$ cat src/rtl/gshare_btb_predictor.sv
// Gshare branch predictor with a direct-mapped BTB.
// Lookup is purely combinational on IF_pc. Updates from the EX stage commit on the
// rising clock edge. Because of this, a lookup and an update in the same cycle see the
// pre-edge table contents.
// GHR_BITS must not exceed IDX_BITS. The history is zero-extended into the index XOR.
module gshare_btb_predictor #(
  parameter int unsigned IDX_BITS = 5,
  parameter int unsigned GHR_BITS = 5
) (
  input  logic                clk,
  input  logic                reset,
  input  logic [31:0]         IF_pc,
  output logic [31:0]         pred_pc,
  output logic                pred_taken,
  output logic [GHR_BITS-1:0] pred_ghr,
  input  logic                upd_valid,
  input  logic                upd_is_jump,
  input  logic [31:0]         upd_pc,
  input  logic                upd_taken,
  input  logic [31:0]         upd_target,
  input  logic [GHR_BITS-1:0] upd_ghr,
  input  logic                upd_mispred,
  output logic [15:0]         mispred_cnt
);

  localparam int unsigned Depth   = 2 ** IDX_BITS;
  localparam int unsigned TagBits = 30 - IDX_BITS;

  typedef logic [IDX_BITS-1:0] idx_t;
  typedef logic [GHR_BITS-1:0] ghr_t;
  typedef logic [TagBits-1:0]  tag_t;

  // Table storage. Tag and target carry no reset; an entry is only trusted via valid_q.
  logic [Depth-1:0] valid_q;
  tag_t             tag_q    [Depth];
  logic [31:0]      target_q [Depth];
  logic [1:0]       bht_q    [Depth];
  ghr_t             ghr_q, ghr_d;
  logic [15:0]      cnt_q, cnt_d;

  // Lookup-side fields.
  idx_t lu_idx, lu_bidx;
  tag_t lu_tag;
  logic lu_hit;

  // Update-side fields.
  idx_t       up_idx, up_bidx;
  tag_t       up_tag;
  logic [1:0] bht_cur, bht_upd;

  // The low PC bits are always zero for aligned instructions and are not used.
  logic unused_pc_bits;
  assign unused_pc_bits = ^{IF_pc[1:0], upd_pc[1:0]};

  // Combinational zero-latency lookup against the pre-edge state.
  always_comb begin
    lu_idx     = IF_pc[IDX_BITS+1:2];
    lu_tag     = IF_pc[31:IDX_BITS+2];
    lu_bidx    = lu_idx ^ idx_t'(ghr_q);
    lu_hit     = valid_q[lu_idx] && (tag_q[lu_idx] == lu_tag);
    pred_taken = lu_hit && bht_q[lu_bidx][1];
    pred_pc    = pred_taken ? target_q[lu_idx] : IF_pc + 32'd4;
  end

  // Next-state values for the counter, history and mispredict count.
  always_comb begin
    up_idx  = upd_pc[IDX_BITS+1:2];
    up_tag  = upd_pc[31:IDX_BITS+2];
    up_bidx = up_idx ^ idx_t'(upd_ghr);
    bht_cur = bht_q[up_bidx];
    bht_upd = bht_cur;
    if (upd_is_jump) begin
      bht_upd = 2'b11;
    end else if (upd_taken) begin
      bht_upd = (bht_cur == 2'b11) ? 2'b11 : bht_cur + 2'd1;
    end else begin
      bht_upd = (bht_cur == 2'b00) ? 2'b00 : bht_cur - 2'd1;
    end

    ghr_d = ghr_q;
    if (upd_valid && !upd_is_jump) begin
      ghr_d = (ghr_q << 1) | ghr_t'(upd_taken);
    end

    cnt_d = cnt_q;
    if (upd_valid && upd_mispred && (cnt_q != 16'hFFFF)) begin
      cnt_d = cnt_q + 16'd1;
    end
  end

  // Reset-cleared state: valid bits, direction counters, history and mispredict count.
  always_ff @(posedge clk or negedge reset) begin
    if (!reset) begin
      valid_q <= '0;
      for (int unsigned i = 0; i < Depth; i++) begin
        bht_q[i] <= 2'b01;
      end
      ghr_q <= '0;
      cnt_q <= '0;
    end else begin
      ghr_q <= ghr_d;
      cnt_q <= cnt_d;
      if (upd_valid) begin
        bht_q[up_bidx] <= bht_upd;
        if (upd_taken) begin
          valid_q[up_idx] <= 1'b1;
        end
      end
    end
  end

  // Tag/target payload. A write landing during reset is harmless since valid stays clear.
  always_ff @(posedge clk) begin
    if (upd_valid && upd_taken) begin
      tag_q[up_idx]    <= up_tag;
      target_q[up_idx] <= upd_target;
    end
  end

  // Architectural outputs straight from state.
  always_comb begin
    pred_ghr    = ghr_q;
    mispred_cnt = cnt_q;
  end

endmodule

$ cat config.mk
export PLATFORM = sky130hd
export DESIGN_NAME = gshare_btb_predictor
export DESIGN_NICKNAME = d
export VERILOG_FILES = /design/src/rtl/gshare_btb_predictor.sv
export SDC_FILE = /design/constraint.sdc
export NUM_CORES = 2
export LEC_CHECK = 0
export ABC_AREA = 0
export BUFFER_PORTS_ARGS = -buffer_cell sky130_fd_sc_hd__clkbuf_2
export CORE_MARGIN = 3
export CORE_UTILIZATION = 39
export CTS_BUF_LIST = sky130_fd_sc_hd__clkbuf_8
export DETAILED_ROUTE_END_ITERATION = 6
export GPL_TIMING_DRIVEN = 0
export PLACE_DENSITY = 0.53
export SLEW_MARGIN = 15
export SYNTH_ARGS = -nofsm -noshare
export SYNTH_HDL_FRONTEND = slang
export SYNTH_SLANG_ARGS = --single-unit
$ cat constraint.sdc
create_clock -name clk -period 6.24 [get_ports clk]
set_input_delay 0.312 -clock clk [delete_from_list [all_inputs] [get_ports clk]]
set_output_delay 0.312 -clock clk [all_outputs]
set_load 0.03 [all_outputs]
After elaboration in Yosys (flattened, before gate mapping)
Memory sizes are Yosys's and may differ from the RTL's.
Cells that the tools add are included.
- mux-type cells: 20
- add/sub/neg operators: 4
- $lt $le $gt $ge: 6
- bitwise operators: 6
- reductions and logical operators: 11
- equality and inequality tests: 3
- operator list (kind ; number):
    64-bit bitwise mux ; 1
    32-bit by 3-bit adder with 32-bit output, second input constant ; 1
    32-bit 2-to-1 mux ; 1
    32-bit bitwise OR ; 1
    25-bit equality test ; 1
    2-bit binary-select mux with 5-bit select ; 2
    2-bit 2-to-1 mux ; 9
    16-bit by 1-bit adder with 16-bit output, second input constant ; 1
    16-bit != test, second input constant ; 1
    6-bit greater-or-equal comparator, second input constant ; 2
    5-bit by 6-bit less-than comparator with 1-bit output, second input constant ; 2
    5-bit NOT with 6-bit output ; 2
    2-bit demux with 5-bit select ; 1
    5-bit XOR ; 2
    1-bit logical AND ; 8
    6-bit by 1-bit less-than comparator with 1-bit output, second input constant ; 1
    1-bit binary-select mux with 5-bit select ; 1
    1-bit demux with 5-bit select ; 1
    5-bit by 1-bit greater-or-equal comparator with 1-bit output, second input constant ; 1
    5-bit by 1-bit bitwise OR with 5-bit output ; 1
    1-bit 2-to-1 mux ; 4
    2-bit by 1-bit adder with 2-bit output, second input constant ; 1
    2-bit equality test, second input constant ; 1
    2-bit zero test ; 1
    other kinds (3) ; 3
- memories: 2
- register bits after elaboration: 117
- memory bits (writable): 1824
- output and inout bits: 54
- memory list (name ; depth ; bits a word ; read ports ; clocked after memory_dff ; wr ports ; RTL line ; RTL):
    target_q ; 32 ; 32 ; 1 ; 0 ; 1 ; 36 ; logic [31:0] target_q [Depth];
    tag_q ; 32 ; 25 ; 1 ; 0 ; 1 ; 35 ; tag_t tag_q [Depth];

Depth between registers and ports, before layout
- depth after elaboration: 10
- depth in mapped cells: 18
- depth with buffers taken out: 10

Least setup slack after synthesis
No wires, ideal clock.
- path kind: input to output
- from: input port IF_pc[3]
- to: output port pred_pc[7]
- buffers on the path: 5
- slack: 1.716 ns
- arrival time: 4.212 ns
- cell stages on the path: 14
- path through: buf_2 -> buf_2 -> buf_2 -> buf_1 -> mux4_2 -> a2111oi_0 -> nor3_1 -> nor3_1 -> nand4_1 -> nor4_1 -> and2_1 -> buf_2 -> mux2_2 -> a211oi_2
- word-level cells in the longest chain between the ends: 7
- elaborated cells between the ends (all ways): 14
- RTL lines (what ; RTL line ; RTL):
    from (decl) ; 12 ; input logic [31:0] IF_pc,
    parallel branches: the longest is 5 deep, another holds memory read 32 x 25 bit ; - ;
    1-bit logical AND * ; 61 ; pred_taken = lu_hit && bht_q[lu_bidx][1];
    net pred_taken ; 14 ; output logic pred_taken,
    32-bit 2-to-1 mux * ; 62 ; pred_pc = pred_taken ? target_q[lu_idx] : IF_pc + 32'd4;
    to (decl) ; 13 ; output logic [31:0] pred_pc,
Mark *: on every way through the listed nets, which the timed path passes. The select of a mux whose other input is x is not followed.

Final worst setup path
- from: input port IF_pc[6]
- to: output port pred_pc[7]
- word-level cells in the longest chain between the ends: 7
- elaborated cells between the ends (all ways): 14
- RTL lines (what ; RTL line):
    parallel branches: the longest is 6 deep, another holds memory read 32 x 25 bit ; -
    32-bit 2-to-1 mux * ; 62
Every way passes the cells marked *. The select of a mux whose other input is x is not followed.

==> flow_summary.yaml <==
status:
  status: "completed"
sta:
  hold_viol: 0
  worst_slew_pin_slew_ns: 1.23
  slew_violations: 0
  fmax_ghz: 0.161
  setup_viol: 0
  tns_ns: 0
  finClkSkew_ns: 0.0283
  fin_crit_ns: 6.21
  rsz0062_at_grt: "false"
  slew_headroom_pct: 18.0
  finalCritPeriodShare_pct: 99.5
yosys:
  synth_seq_cells: 1941
  synth_area_per_cell_um2: 22.0
  synthArstFlopShare_pct: 6.03
  synth_edf_count: 1824
  netlist_area_um2: 75900
  synth_cell_types: 60
  synthFlopType: "edfxtp_1"
  ys_seq_area_share_pct: 76.1
  synth_nets: 3561
  syn_inst: 3452
  ys.warnings.count: 0
critical_path:
  cp_slowest_cell: "clkdlybuf4s15_2"
  required_ns: 5.93
  critical_path_class: "in -> out"
  crit_top_cell: "clkbuf_2"
  worstPathArrival_ns: 5.90
  endpoint_kind: "primary output"
  path_cells: "clkbuf_2, buf_2, clkbuf_2, clkbuf_1, clkdlybuf4s15_2, a211oi_1, a22oi_1, xnor2_1, nand4_1, nor4_4, buf_4, and2_1, clkbuf_4, mux2_2, a211oi_4, clkbuf_2"
  crit_path_max_incr_delay_ns: 0.67
  start_kind: "input port"
  cp_max_fo: 11
layout:
  final_cell_mix: "edfxtp_1 (1,824), mux4_2 (503), clkbuf_8 (352)"
  final-instance-count-excl-fill: 6905
  area_delta_synth_final_pct: 18.5
  fin_util_pct: 46.6
  final_common_cell: "edfxtp_1"
  finalNetCount: 4251
  final_layout_size_suffix_gt1_share_pct: 34.9
  fillers: 16256
clock_network:
  clockBufferDepth: 4
  clk_latency_ns: 1.01
  cts_tree: "done"
  cts.clk_slew.worst_paths_ns: 0.06
  root_buffer: "clkbuf_8"
  h-tree-depth: 5
  numCtsBuffers: 336
  cts_sinks: 1941
global_route:
  gr-usage-all-layers_pct: 23.1
  antenna_found_initial: 10
  grt_first_pass_wirelength_mm: 320
  grt_max_degree: 88
  grt_pass1_vias: 40649
  grt-ovfl-total: 0
job:
  maxCapViolCount: 0
route:
  viasPerCell: 5.73
  first_iter_violations: 4882
  drc: 0
  detail-route-antenna-nets: 0
  vias: 39546
  totalWireLength_mm: 229
  routedWlPerCell_um: 33.2
  dr.pass1.iters: 6
power:
  max-vdd-ir-drop_mv: 0.230
  cellPowerDensity_nw_per_um2: 308
  leakage_nw: 29.6
hold_path:
  holdCritPathClass: "in -> reg"
floorplanning:
  initial_core_util_pct: 39.3
  placement_rows: 161
  fp.coreArea_um2: 193000
  io_pins: 161
  dieHeight_um: 447
  die-width_um: 447
  dieArea_um2: 200000
place:
  place_hpwl_mm: 154
  placed_cells: 6259
  io_buffers: 152
  gp_congestion: 0.840
worst max-delay path, delay by kind of cell:
kind / cells / cell delay, ns
AO/OA/AOI/OAI: 3 / 1.11
multiplexers: 1 / 0.38
XOR/XNOR: 1 / 0.27
AND/OR/NAND/NOR: 3 / 0.64
buffers and inverters: 8 / 3.13
cells by family (layout without fill, tap and decap cells):
group / Yosys count / count (layout) / share of synthesized area (%)
other cells: 0 / 5 / 0
mux: 715 / 715 / 17.8
buf+inv: 181 / 1103 / 1.14
simple gates: 336 / 336 / 2.20
compound gates: 205 / 205 / 1.90
fa+ha+maj: 2 / 2 / 0.0330
flops: 1941 / 1941 / 76.1
xor+xnor: 72 / 72 / 0.841
through the flow:
step | setup slack (ns) | hold slack [ns] | cell area (um^2) | power [mW]
after floorplan | 1.72 | 0.0164 | 75900 | 16.4
after global placement | -2.98 | 0.446 | 79800 | 17.4
after detailed placement | -1.66 | 0.229 | 83000 | 17.4
after CTS | 0.00246 | 0.0497 | 89900 | 27.9
after global routing | 0.00489 | 0.145 | 89900 | 28.7
final | 0.0307 | 0.169 | 89900 | 27.7
routing by layer:
layer / up-vias / routed length [um] / GRT usage, %
met1: 21517 / 95200 / 31.9
met4: 2 / 7180 / 7.51
met2: 1700 / 111000 / 37.2
met3: 341 / 15600 / 4.00
li1: 15986 / - / -
met5: - / 11 / 0
registers in the layout, summed over array words and instances (netlist names):
register / flops
target_q: 1024
pred_ghr: 5
valid_q: 32
tag_q: 800
bht_q: 64
mispred_cnt: 16
path summary, 6_finish.rpt:
| kind | startpoint | endpoint | slack (ns) | depth (start not counted) |
|---|---|---|---|---|
| worst max-delay path | IF_pc[6] | pred_pc[7] | 0.03 | 16 |
| worst min-delay path | upd_ghr[4] | bht_q[16] | 0.17 | 5 |
| worst max register to register | mispred_cnt[7] | mispred_cnt[15] | 3.49 | 10 |
| worst min register to register | valid_q[2] | valid_q[2] | 0.46 | 1 |
| max in group asynchronous | reset | valid_q[15] | 5.33 | 4 |
| min in group asynchronous | reset | mispred_cnt[10] | 0.41 | 4 |
synth_stat cells (22+ instances only):
library cell	number	area [um^2]
edfxtp_1	1824	54800
mux4_2	503	11300
mux2i_1	139	1390
nor2_1	119	447
clkbuf_1	92	345
dfrtp_1	85	2130
mux2_2	73	822
nand2_1	61	229
a21oi_1	58	290
xnor2_1	53	464
buf_2	51	255
or2_2	33	206
dfstp_2	32	841
nand3_1	32	160
a22oi_1	31	233
nand4_1	28	175
o22ai_1	25	156
a22o_1	22	193
repair_timing:
item	in CTS	in global routing
setup endpoints to repair	33	29
pin swaps	3	0
gates resized for setup	91	18
endpoints found under the hold margin	1955	0
hold buffers	66	0
buffers inserted	5	0
report_power, final:
| group | total [mW] | switching, mW | leakage (nW) | internal (mW) |
|---|---|---|---|---|
| clock | 10.5 | 5.06 | 3.41 | 5.41 |
| sequential | 14.9 | 0.203 | 17.8 | 14.7 |
| combinational | 2.34 | 1.35 | 8.34 | 0.995 |
| total | 27.7 | 6.61 | 29.6 | 21.1 |
final cells by class:
class / count / area [um^2] / area share [%]
plain buffers: 178 / 992 / 1.10
flip-flops and latches: 1941 / 57700 / 64.2
repair buffers: 352 / 4390 / 4.88
multi-input cells: 1330 / 17800 / 19.7
well taps: 2526 / 3160 / 3.51
clock inverters: 219 / 1040 / 1.16
diodes: 5 / 12.5 / 0.0139
inverters: 3 / 11.3 / 0.0125
clock buffers: 351 / 4830 / 5.37
Power figures use the tool's default switching activity.
